===== src/rtl/pll_reconfig_pkg.sv =====
// Shared types and constants for the video PLL reconfiguration sequencer.
package pll_reconfig_pkg;

    // Sequencer states: one state per Avalon-MM write, then the relock wait.
    typedef enum logic [2:0] {
        IDLE,
        WR_MODE,
        WR_K,
        WR_START,
        WAIT_LOCK
    } state_t;

    // Reconfig controller register map (word addresses).
    localparam logic [5:0] REG_MODE  = 6'd0;
    localparam logic [5:0] REG_START = 6'd2;
    localparam logic [5:0] REG_K     = 6'd7;

    // Mode register value 0 selects waitrequest mode in the controller.
    localparam logic [31:0] MODE_WAITREQ = 32'd0;

    // Fractional-K words for native timing and the 60 Hz overclock.
    localparam logic [31:0] K_NATIVE_DEFAULT  = 32'd2748778984;
    localparam logic [31:0] K_OVERCLK_DEFAULT = 32'd3221912667;

    // Pick the fractional-K word that belongs to a requested mode.
    function automatic logic [31:0] k_for_mode(input logic        mode,
                                               input logic [31:0] k_native,
                                               input logic [31:0] k_overclk);
        return mode ? k_overclk : k_native;
    endfunction

endpackage


===== src/rtl/pll_reconfig_seq_sync_filter.sv =====
// Two-flop synchronizer followed by an optional stability filter.
// With STABLE_CYCLES = 0 the filter is bypassed and the output is the
// plain synchronized value; otherwise the output only follows the
// synchronized value once it has been seen unchanged STABLE_CYCLES times.
module sync_filter #(
    parameter int STABLE_CYCLES = 2
) (
    input  logic clk,
    input  logic reset_n,
    input  logic din,
    output logic dout
);

    logic [1:0] sync_reg;

    // Two-stage synchronizer; sync_reg[1] is the metastability-safe copy.
    always_ff @(posedge clk or negedge reset_n) begin
        if (!reset_n) begin
            sync_reg <= 2'b00;
        end else begin
            sync_reg <= {sync_reg[0], din};
        end
    end

    generate
        if (STABLE_CYCLES == 0) begin : g_bypass
            assign dout = sync_reg[1];
        end else begin : g_filter
            logic       prev_reg;
            logic [3:0] run_reg;
            logic       out_reg;
            logic [4:0] run_next;

            // Length of the current run of identical samples, counting this one.
            always_comb begin
                run_next = 5'd1;
                if (sync_reg[1] == prev_reg) begin
                    run_next = {1'b0, run_reg} + 5'd1;
                end
            end

            // Track the run length (saturating) and accept a value once its run is long enough.
            always_ff @(posedge clk or negedge reset_n) begin
                if (!reset_n) begin
                    prev_reg <= 1'b0;
                    run_reg  <= 4'd0;
                    out_reg  <= 1'b0;
                end else begin
                    prev_reg <= sync_reg[1];
                    run_reg  <= (run_next > 5'd15) ? 4'd15 : run_next[3:0];
                    if (run_next >= 5'(STABLE_CYCLES)) begin
                        out_reg <= sync_reg[1];
                    end
                end
            end

            assign dout = out_reg;
        end
    endgenerate

endmodule


===== src/rtl/pll_reconfig_seq.sv =====
// Video PLL reconfiguration sequencer: filters the OSD game-speed request,
// issues the mode / fractional-K / start writes to the reconfig controller,
// then holds the game core in reset until the PLL relocks or times out.
module pll_reconfig_seq
    import pll_reconfig_pkg::*;
#(
    parameter logic [31:0] K_NATIVE      = K_NATIVE_DEFAULT,
    parameter logic [31:0] K_OVERCLK     = K_OVERCLK_DEFAULT,
    parameter int          STABLE_CYCLES = 2,
    parameter int          SETTLE_CYCLES = 16,
    parameter int          LOCK_TIMEOUT  = 65535
) (
    input  logic        clk,
    input  logic        reset_n,
    input  logic        mode_req,
    input  logic        pll_locked,
    input  logic        cfg_waitrequest,
    output logic        cfg_write,
    output logic [5:0]  cfg_address,
    output logic [31:0] cfg_data,
    output logic        busy,
    output logic        core_hold,
    output logic        applied_mode,
    output logic        lock_err
);

    localparam logic [15:0] SETTLE_C  = 16'(SETTLE_CYCLES);
    localparam logic [15:0] TIMEOUT_C = 16'(LOCK_TIMEOUT);

    state_t      state_reg;
    logic        target_reg;
    logic        applied_reg;
    logic        lock_err_reg;
    logic        core_hold_reg;
    logic        cfg_write_reg;
    logic [5:0]  cfg_address_reg;
    logic [31:0] cfg_data_reg;
    logic [15:0] cnt_reg;

    logic        mode_f;
    logic        locked_s;
    logic        wr_done;

    sync_filter #(.STABLE_CYCLES(STABLE_CYCLES)) u_mode_filter (
        .clk     (clk),
        .reset_n (reset_n),
        .din     (mode_req),
        .dout    (mode_f)
    );

    // Lock flag only needs synchronizing; the settle window does the debouncing.
    sync_filter #(.STABLE_CYCLES(0)) u_lock_sync (
        .clk     (clk),
        .reset_n (reset_n),
        .din     (pll_locked),
        .dout    (locked_s)
    );

    // A write is accepted on any edge where it is presented without waitrequest.
    assign wr_done = cfg_write_reg && !cfg_waitrequest;

    // Sequencer: the bus outputs are loaded one state ahead so they stay stable while waitrequest stalls a write.
    always_ff @(posedge clk or negedge reset_n) begin
        if (!reset_n) begin
            state_reg       <= IDLE;
            target_reg      <= 1'b0;
            applied_reg     <= 1'b0;
            lock_err_reg    <= 1'b0;
            core_hold_reg   <= 1'b0;
            cfg_write_reg   <= 1'b0;
            cfg_address_reg <= 6'd0;
            cfg_data_reg    <= 32'd0;
            cnt_reg         <= 16'd0;
        end else begin
            case (state_reg)
                IDLE: begin
                    if (mode_f != applied_reg) begin
                        target_reg      <= mode_f;
                        state_reg       <= WR_MODE;
                        cfg_write_reg   <= 1'b1;
                        cfg_address_reg <= REG_MODE;
                        cfg_data_reg    <= MODE_WAITREQ;
                        core_hold_reg   <= 1'b1;
                    end
                end
                WR_MODE: begin
                    if (wr_done) begin
                        state_reg       <= WR_K;
                        cfg_address_reg <= REG_K;
                        cfg_data_reg    <= k_for_mode(target_reg, K_NATIVE, K_OVERCLK);
                    end
                end
                WR_K: begin
                    if (wr_done) begin
                        state_reg       <= WR_START;
                        cfg_address_reg <= REG_START;
                        cfg_data_reg    <= 32'd0;
                    end
                end
                WR_START: begin
                    if (wr_done) begin
                        state_reg       <= WAIT_LOCK;
                        cfg_write_reg   <= 1'b0;
                        cfg_address_reg <= 6'd0;
                        cfg_data_reg    <= 32'd0;
                        applied_reg     <= target_reg;
                        cnt_reg         <= 16'd0;
                    end
                end
                WAIT_LOCK: begin
                    // Never wraps: the timeout exit fires before the counter can overflow.
                    cnt_reg <= cnt_reg + 16'd1;
                    if (cnt_reg >= SETTLE_C && locked_s) begin
                        lock_err_reg  <= 1'b0;
                        core_hold_reg <= 1'b0;
                        state_reg     <= IDLE;
                    end else if (cnt_reg == TIMEOUT_C) begin
                        lock_err_reg  <= 1'b1;
                        core_hold_reg <= 1'b0;
                        state_reg     <= IDLE;
                    end
                end
                default: begin
                    state_reg     <= IDLE;
                    cfg_write_reg <= 1'b0;
                    core_hold_reg <= 1'b0;
                end
            endcase
        end
    end

    assign cfg_write    = cfg_write_reg;
    assign cfg_address  = cfg_address_reg;
    assign cfg_data     = cfg_data_reg;
    assign core_hold    = core_hold_reg;
    assign applied_mode = applied_reg;
    assign lock_err     = lock_err_reg;
    assign busy         = core_hold_reg | (mode_f != applied_reg);

endmodule


===== config.mk =====
export PLATFORM = sky130hd
export DESIGN_NAME = pll_reconfig_seq
export DESIGN_NICKNAME = d
export VERILOG_FILES = /design/src/rtl/pll_reconfig_pkg.sv /design/src/rtl/pll_reconfig_seq_sync_filter.sv /design/src/rtl/pll_reconfig_seq.sv
export SDC_FILE = /design/constraint.sdc
export NUM_CORES = 1
export LEC_CHECK = 0
export CORE_MARGIN = 8
export CORE_UTILIZATION = 46
export CTS_CLUSTER_DIAMETER = 50
export CTS_CLUSTER_SIZE = 20
export DETAILED_ROUTE_END_ITERATION = 10
export PLACE_DENSITY = 0.86
export SLEW_MARGIN = 20
export SYNTH_ARGS = -nofsm -noshare
export SYNTH_HDL_FRONTEND = slang
export SYNTH_HIERARCHICAL = 1
export SYNTH_SLANG_ARGS = --single-unit

===== constraint.sdc =====
create_clock -name clk -period 1.8 [get_ports clk]
set_clock_uncertainty 0.1 [all_clocks]
set_input_delay 0.36 -clock clk [delete_from_list [all_inputs] [get_ports clk]]
set_output_delay 0.36 -clock clk [all_outputs]
set_load 0.01 [all_outputs]

; ---- Word-level counts from Yosys, hierarchy flattened
; Cells that the tools add are included.
[word_totals]
latch_bits = 0
rom_bits = 0
mem_bits_rw = 0
inputBits = 5
n_memories = 0
output_inout_bits = 43
reg_bits = 72
[classes]
n_shift = 0
order_cmp = 3
muxes = 29
reduce_logical = 20
div = 0
eq_ne = 13
bitwise_logic = 3
n_addsub = 2
n_mul = 0
[ops]
columns = cell, count
row1 = $mux 32, 3
row2 = $pmux 32 s3, 1
row3 = $pmux 16 s2, 1
row4 = $mux 31, 1
row5 = $mux 6, 4
row6 = $pmux 6 s4, 1
row7 = $mux 3, 6
row8 = $add 16x1->16 const B, 1
row9 = $eq 16x16->1 const B, 1
row10 = $ge 16x5->1 const B, 1
row11 = $mux 16, 1
row12 = $pmux 3 s5, 1
row13 = $reduce_and 5->1, 2
row14 = $ne 2x2->1 const B, 4
row15 = $reduce_and 2->1, 4
row16 = $eq 3x2->1 const B, 2
row17 = $mux 1, 6
row18 = $pmux 1 s3, 2
row19 = $reduce_and 3->1, 2
row20 = $reduce_or 3->1, 2
row21 = $add 4x1->5 const B, 1
row22 = $ge 5x2->1 const B, 1
row23 = $gt 5x4->1 const B, 1
row24 = $mux 5, 1
row25 = 17 further kinds, 20

; ---- Depth between registers and ports, before layout
; Gate-level depths: netlist of run 1.
[depth]
depth_word = 4
depth_mapped = 6
mapped_depth_nobuf = 5

; ---- Hierarchy
; Netlist of run 1, hierarchy kept.
[by_module_without_submodules]
columns = module, cells_per_inst, instances, area_each_um2
row1 = pll_reconfig_seq, 197, 1, 1853.0
row2 = sync_filter (u_mode_filter), 29, 1, 329.1
row3 = sync_filter (u_lock_sync), 2, 1, 50.0

; ---- Worst setup path after synthesis of run 1
; Ideal clock, no wire load.
[synth_timing]
path_kind = flip-flop to flip-flop
from = register state_reg[0]
to = register cfg_address_reg[0] (netlist: cfg_address[0])
n_path_buf = 1
setup_time_ns = 0.125
path_stages_with_launch = 6
setup_slack_ns = 0.098
synth_period_minus_slack_ns = 1.702
arrival_time_ns = 1.477
path_cell_list = dfrtp_1 -> buf_2 -> nor2_1 -> nand2_1 -> a21oi_1 -> mux2_2
[synth_between]
elab_chain_len = 3
elab_cells_between_ends = 11
[synth_lines]
columns = element, line
row1 = "start, declared", pll_reconfig_seq.sv:30  ; state_t state_reg;
row2 = "start signal, assigned", pll_reconfig_seq.sv:65  ; state_reg <= IDLE;
row3 = "start signal, assigned", pll_reconfig_seq.sv:79  ; state_reg <= WR_MODE;
row4 = "start signal, assigned", pll_reconfig_seq.sv:88  ; state_reg <= WR_K;
row5 = $eq 3x2->1 (tied with other cells), pll_reconfig_seq.sv:75  ; case (state_reg)
row6 = $reduce_bool 4->1 (no line) / $ne 2x2->1 (equally long branches), -
row7 = $reduce_and 5->1 (no line), -
row8 = "end signal, assigned", pll_reconfig_seq.sv:71  ; cfg_address_reg <= 6'd0;
row9 = "end signal, assigned", pll_reconfig_seq.sv:81  ; cfg_address_reg <= REG_MODE;
row10 = "end signal, assigned", pll_reconfig_seq.sv:89  ; cfg_address_reg <= REG_K;
row11 = "end, declared", pll_reconfig_seq.sv:36  ; logic [5:0] cfg_address_reg;
; Several ways; a longest one is shown, not always the timed one.
; A chain may end at the register's enable or synchronous reset.

; ---- Worst setup path after layout of run 1
[layout_timing]
from = register state_reg[0]
to = register cnt_reg[15]
[layout_between]
elab_chain_len = 3
elab_cells_between_ends = 6
[layout_lines]
columns = element, line
row1 = $eq 3x2->1 / $eq 3x3->1 (equally long branches), pll_reconfig_seq.sv:75
row2 = $ne 2x2->1 (no line) / $reduce_bool 2->1 (equally long branches), -
row3 = $reduce_and 2->1 (no line), -
row4 = "end signal, assigned", pll_reconfig_seq.sv:112  ; cnt_reg <= cnt_reg + 16'd1;
row5 = "end, declared", pll_reconfig_seq.sv:38  ; logic [15:0] cnt_reg;
; Several ways; a longest one is shown, not always the timed one.

==> flow_metrics.tcl, run 1 <==
set metrics [dict create \
    cp-end-kind "register" \
    synth_top_family_by_area "simple AND/OR/NAND/NOR gates" \
    fin_nets 285 \
    power_frac_seq_pct 31.2 \
    drc 0 \
    track_usage_pct 14.6 \
    largest_reg_flops 16 \
    synthAdderAreaFrac_pct 1.68 \
    critPathKind "register to register" \
    vias 1796 \
    globalRoute.totalOverflow 0 \
    clkPwrFrac_pct 17.0 \
    post_drt_wl_per_cell_um 16.6 \
    final_cell_mix "buf_4, dfrtp_1, nand2_1" \
    drtIter0Drc 103 \
    cts_buffers 5 \
    power_density_nw_per_um2 1490 \
    fmax_mhz 570 \
    dp_slack_ps -223 \
    grt_pass1_wl_mm 8.48 \
    synth_edf_count 0 \
    synthSimpleGateAreaFrac_pct 16.9 \
    cts_tree "built" \
    period_needed_ps 1750 \
    cp-start-kind "register" \
    place_congestion 0.891 \
    vias_per_cell 5.41 \
    drive_gt1_share_pct 28.4 \
    power_mw 4.32 \
    worstPathMaxFanout 6 \
    io_pins 48 \
    avgSynthCellArea_um2 9.79 \
    cap_violations 0 \
    rows 25 \
    die_area_um2 7340 \
    core-area_um2 4690 \
    antenna_found_initial 0 \
    area_growth_syn_to_layout_pct 29.6 \
    slew_viol_final 0 \
    clk_path_buf_depth 2 \
    setup_slack_ps 45.2 \
    htreeDepth 2 \
    crit_required_ps 1880 \
    synthDistinctLibCells 49 \
    yosys.area.top_type "dfrtp_1" \
    grt_max_degree 22 \
    cellLeakagePower_nw 1.40 \
    ys.flop_type "dfrtp_1" \
    die_h_um 85.7 \
    yosys_warnings 6 \
    synth-xor-area-share_pct 2.35 \
    ys_ff_latch 39 \
    root_buffer "clkbuf_8" \
    whs_ps 253 \
    worst_ep_arrival_time_ps 1840 \
    yosysSeqAreaShare_pct 43.7 \
    initial_utilization_pct 47.6 \
    synthMuxAreaShare_pct 3.92 \
    holdCritPathClass "register to register" \
    clk_pin_slew_ps 80 \
    clock-sinks 39 \
    p_sw_mw 1.59 \
    synth_top_area_share_pct 43.7 \
    syn-instance-count 228 \
    ant_nets 0 \
    portBuffers 37 \
    synth_area_leaders "dfrtp_1, buf_4, o21ai_0" \
    p_int_mw 2.73 \
    wl_mm 5.50 \
    async_reset_ff_share_pct 100 \
    hold_viol_final 0 \
    detailedPlacementHpwl_mm 3.95 \
    firstDrtPassIters 4 \
    p_sw_share_pct 36.7 \
    synth_compound_area_share_pct 16.7 \
    layout_commonest_cell "buf_4" \
    worstSkewPairLatency_ps 290 \
    period_share_pct 97.5 \
    die_x_um 85.7 \
    grt_pass1_vias 1764 \
    antenna_cells 0 \
    pwr-share-comb_pct 51.8 \
    syn_area_um2 2230 \
    vdd_ir_drop_max_mv 0.586 \
    status "finished clean" \
    setup_viol 0 \
]
## area by class of cell
type	instances	area, um^2
clock buffer	5	68.8
clock inverter	3	43.8
fill	372	1800
inverter	7	26.3
multi-input combinational	149	1030
sequential	39	983
tap	54	67.6
timing repair buffer	75	671
## kinds of logic after synthesis
family	count (synthesis)
AO/OA/AOI/OAI	52
XOR/XNOR	6
adder cells (fa/ha/maj)	3
buffers and inverters	49
flip-flops	39
multiplexers	8
other	1
AND/OR/NAND/NOR	70
## per-layer routing
layer | vias to the layer above | global-route usage, % | routed length, um
met1 | 875 | 16.0 | 2290
met3 | 10 | 3.53 | 266
met5 | - | 0 | 0
met2 | 46 | 26.2 | 2820
li1 | 865 | - | -
met4 | 0 | 6.21 | 119
## power by group through the flow
stage,logic (mW),clock network (mW),registers (mW)
finish,2.24,0.736,1.35
global route,2.40,0.791,1.39
CTS,2.11,0.746,1.34
detailed placement,2.10,0,1.37
global placement,2.03,0,1.36
floorplan,1.31,0,1.38
## per-stage QoR
step | cell area (um^2) | setup TNS (ps) | util, % | std cells
floorplan | 2270 | 0 | - | 237
global placement | 2640 | -1710 | 56.2 | 316
detailed placement | 2640 | -3430 | 56.2 | 316
CTS | 2780 | 0 | 59.3 | 327
global route | 2890 | -23.1 | 61.7 | 332
finish | 2890 | 0 | 61.7 | 332
## worst paths after layout
check / startpoint / to / slack [ps] / cells after the start
worst max-delay path: state_reg[0]$_DFFE_PN0P_ / cnt_reg[15]$_DFFE_PN0P_ / 50 / 4
worst min-delay path: u_mode_filter/sync_reg[0]$_DFF_PN0_ / u_mode_filter/sync_reg[1]$_DFF_PN0_ / 250 / 0
worst max register to register: state_reg[0]$_DFFE_PN0P_ / cnt_reg[15]$_DFFE_PN0P_ / 50 / 4
worst min register to register: u_mode_filter/sync_reg[0]$_DFF_PN0_ / u_mode_filter/sync_reg[1]$_DFF_PN0_ / 250 / 0
max in group asynchronous: reset_n / cfg_data[29]$_DFFE_PN0P_ / 670 / 3
min in group asynchronous: reset_n / cnt_reg[11]$_DFFE_PN0P_ / 440 / 2
## worst max-delay path: stages (launching register included)
cell	delay, ps
dfrtp_1	390
nand4bb_1	250
or4_4	610
o211ai_2	210
o31ai_2	90
## what timing repair did
item	CTS	global route
endpoints found under the hold margin	18	0
resized for setup	15	25
setup buffers	2	5
hold buffers	1	0
setup endpoints to repair	26	28
pin swaps	0	8
## synthesized netlist by cell type (2+ instances only)
cell type	n
o41ai_1	2
o21ai_0	18
xnor2_1	2
o211ai_2	3
buf_2	5
a21oi_1	6
nand3_1	8
dfrtp_1	39
o31ai_1	3
nand4_1	7
mux2_2	6
o21a_1	2
buf_4	34
a21o_1	2
o211ai_1	2
clkbuf_1	2
nor2_1	10
ha_1	3
or4_1	2
inv_1	7
nand2_1	22
nor3_1	4
a31oi_1	4
and2_1	3
mux2i_1	2
xor2_1	4
or4_4	2
nor2b_1	3
(Power assumes the default switching activity.)
==> run 2: changes to the inputs <==
--- a/config.mk
+++ b/config.mk
@@ -10,6 +10,7 @@
 export CTS_CLUSTER_DIAMETER = 50
 export CTS_CLUSTER_SIZE = 20
 export DETAILED_ROUTE_END_ITERATION = 10
+export GPL_ROUTABILITY_DRIVEN = 1
 export PLACE_DENSITY = 0.86
 export SLEW_MARGIN = 20
 export SYNTH_ARGS = -nofsm -noshare
==> results of run 2 <==
The final DEF is identical to that of run 1; final timing and power are the same.
==> run 3: changes to the inputs <==
--- a/config.mk
+++ b/config.mk
@@ -12,6 +12,7 @@
 export DETAILED_ROUTE_END_ITERATION = 10
 export GPL_ROUTABILITY_DRIVEN = 1
 export PLACE_DENSITY = 0.86
+export SETUP_SLACK_MARGIN = 0.5
 export SLEW_MARGIN = 20
 export SYNTH_ARGS = -nofsm -noshare
 export SYNTH_HDL_FRONTEND = slang
==> run 3 against run 2 <==
The flow now finishes with violations (hold timing, setup timing). Setup slack got worse by 150 ps. Cell area rose by 29%. Routed wire length rose by 82%. Combinational power rose by 87%. Total power rose by 46%. Via count rose by 35%. Die area did not move. Non-clock buffer count rose by 49. Largest power group unchanged.
==> flow_metrics.tcl, run 3 (synthesis gave the netlist of run 1 again) <==
set metrics [dict create \
    status "finished, violations left" \
    violations "hold timing, setup timing" \
    drtIter0Drc 225 \
    p_int_mw 3.73 \
    holdCritPathClass "primary input to async pin" \
    place_area_um2 2650 \
    reg2reg_from "cnt_reg[6]$_DFFE_PN0P_" \
    whs_ps -80.9 \
    detailedPlacementHpwl_mm 3.82 \
    firstDrtPassIters 5 \
    track_usage_pct 21.3 \
    p_sw_share_pct 40.7 \
    globalRoute.totalOverflow 0 \
    die_h_um 85.7 \
    grt_pass1_wl_mm 12.2 \
    drive_gt1_share_pct 61.3 \
    setup_slack_ps -107 \
    place_congestion 0.870 \
    timing.rr.end "cnt_reg[15]$_DFFE_PN0P_" \
    vias_per_cell 6.35 \
    portBuffers 37 \
    cp_num_buf_inv 0 \
    worstSkewPairLatency_ps 310 \
    grt_max_degree 24 \
    wl_met2_mm 5.01 \
    die_area_um2 7340 \
    cp-end-kind "register" \
    initial_utilization_pct 47.6 \
    grt_pass1_vias 2328 \
    fmax_mhz 524 \
    pwr-share-comb_pct 66.4 \
    htreeDepth 2 \
    hold_viol_final 21 \
    rsz0062_at_grt "yes" \
    vias 2426 \
    wl_met1_mm 3.42 \
    area_growth_syn_to_layout_pct 67.5 \
    rows 25 \
    vdd_ir_drop_max_mv 0.885 \
    clock-sinks 39 \
    core-area_um2 4690 \
    cts_tree "built" \
    clk_path_buf_depth 2 \
    power_density_nw_per_um2 1680 \
    crit_chain "nand4_1 -> or4_4 -> o211ai_2 -> o31ai_2" \
    power_frac_seq_pct 23.2 \
    fin_nets 335 \
    dp_slack_ps -230 \
    final_cell_mix "buf_6, buf_4, dfrtp_1" \
    critPathKind "register to register" \
    clk_pin_slew_ps 90 \
    cellLeakagePower_nw 1.75 \
    cp_top_family "simple AND/OR/NAND/NOR gates" \
    ant_nets 0 \
    worst_ep_arrival_time_ps 2000 \
    slowest_stage "or4_4" \
    largest_reg_flops 16 \
    io_pins 48 \
    clkPwrFrac_pct 10.4 \
    post_drt_wl_per_cell_um 26.2 \
    reg2reg_setup_slack_ps -110 \
    slew_headroom_pct 63.4 \
    cap_violations 0 \
    period_share_pct 106 \
    antenna_found_initial 0 \
    layout_commonest_cell "buf_6" \
    antenna_cells 0 \
    power_mw 6.29 \
    die_x_um 85.7 \
    cts_buffers 5 \
    top_layer_used "met4" \
    worst_pin_slew_ps 549 \
    crit_required_ps 1890 \
    fin_area_um2 3740 \
    rr_worst_depth 4 \
    period_needed_ps 1910 \
    p_sw_mw 2.56 \
    slew_viol_final 0 \
    wl_mm 10.0 \
    cp-start-kind "register" \
    root_buffer "clkbuf_8" \
    max_stage_delay_ps 630 \
    drc 0 \
    worstPathMaxFanout 6 \
    met3_length_um 857 \
    setup_viol 8 \
]
[run 3: through the flow]
stage / std cells / setup TNS (ps) / util [%]
floorplan: 237 / 0 / -
global placement: 307 / -1550 / 56.4
detailed placement: 307 / -2340 / 56.4
CTS: 366 / 0 / 69.8
global route: 382 / -1340 / 79.7
finish: 382 / -430 / 79.7
[run 3: worst max path at each step]
stage,start,endpoint,slack [ps],cells past startpoint
finish,cnt_reg[6]$_DFFE_PN0P_,cnt_reg[15]$_DFFE_PN0P_,-110,4
global route,cnt_reg[6]$_DFFE_PN0P_,cnt_reg[15]$_DFFE_PN0P_,-170,4
CTS,cnt_reg[12]$_DFFE_PN0P_,core_hold$_DFFE_PN0P_,20,4
detailed placement,cfg_waitrequest,cfg_address[0]$_DFFE_PN0P_,-230,5
global placement,cfg_waitrequest,cfg_address[0]$_DFFE_PN0P_,-170,5
floorplan,cnt_reg[0]$_DFFE_PN0P_,cnt_reg[15]$_DFFE_PN0P_,160,5
[run 3: repair_timing]
action | in CTS | in global routing
endpoints found under the hold margin | 21 | 21
setup buffers | 50 | 16
gates cloned | 1 | 0
resized for setup | 204 | 81
pin swaps | 19 | 25
endpoints found under the setup margin | 61 | 63
[run 3: area by class of cell]
cell class / count / area (um^2)
multi-input combinational: 150 / 1350
timing repair buffer: 124 / 1220
sequential: 39 / 988
fill: 205 / 952
clock buffer: 5 / 68.8
tap: 54 / 67.6
inverter: 7 / 26.3
clock inverter: 3 / 23.8
[run 3: per-layer routing]
| metal | GRT usage [%] | up-vias |
|---|---|---|
| met5 | 0 | - |
| met4 | 13.5 | 0 |
| met3 | 3.82 | 78 |
| met2 | 38.3 | 218 |
| met1 | 22.3 | 1162 |
| li1 | - | 968 |
[run 3: power by group through the flow]
stage,logic [mW],clock network (mW),registers [mW]
after floorplan,1.50,0,1.40
after global placement,2.14,0,1.37
after detailed placement,2.21,0,1.39
after CTS,3.14,0.644,1.33
after global routing,4.36,0.697,1.47
final,4.18,0.654,1.46
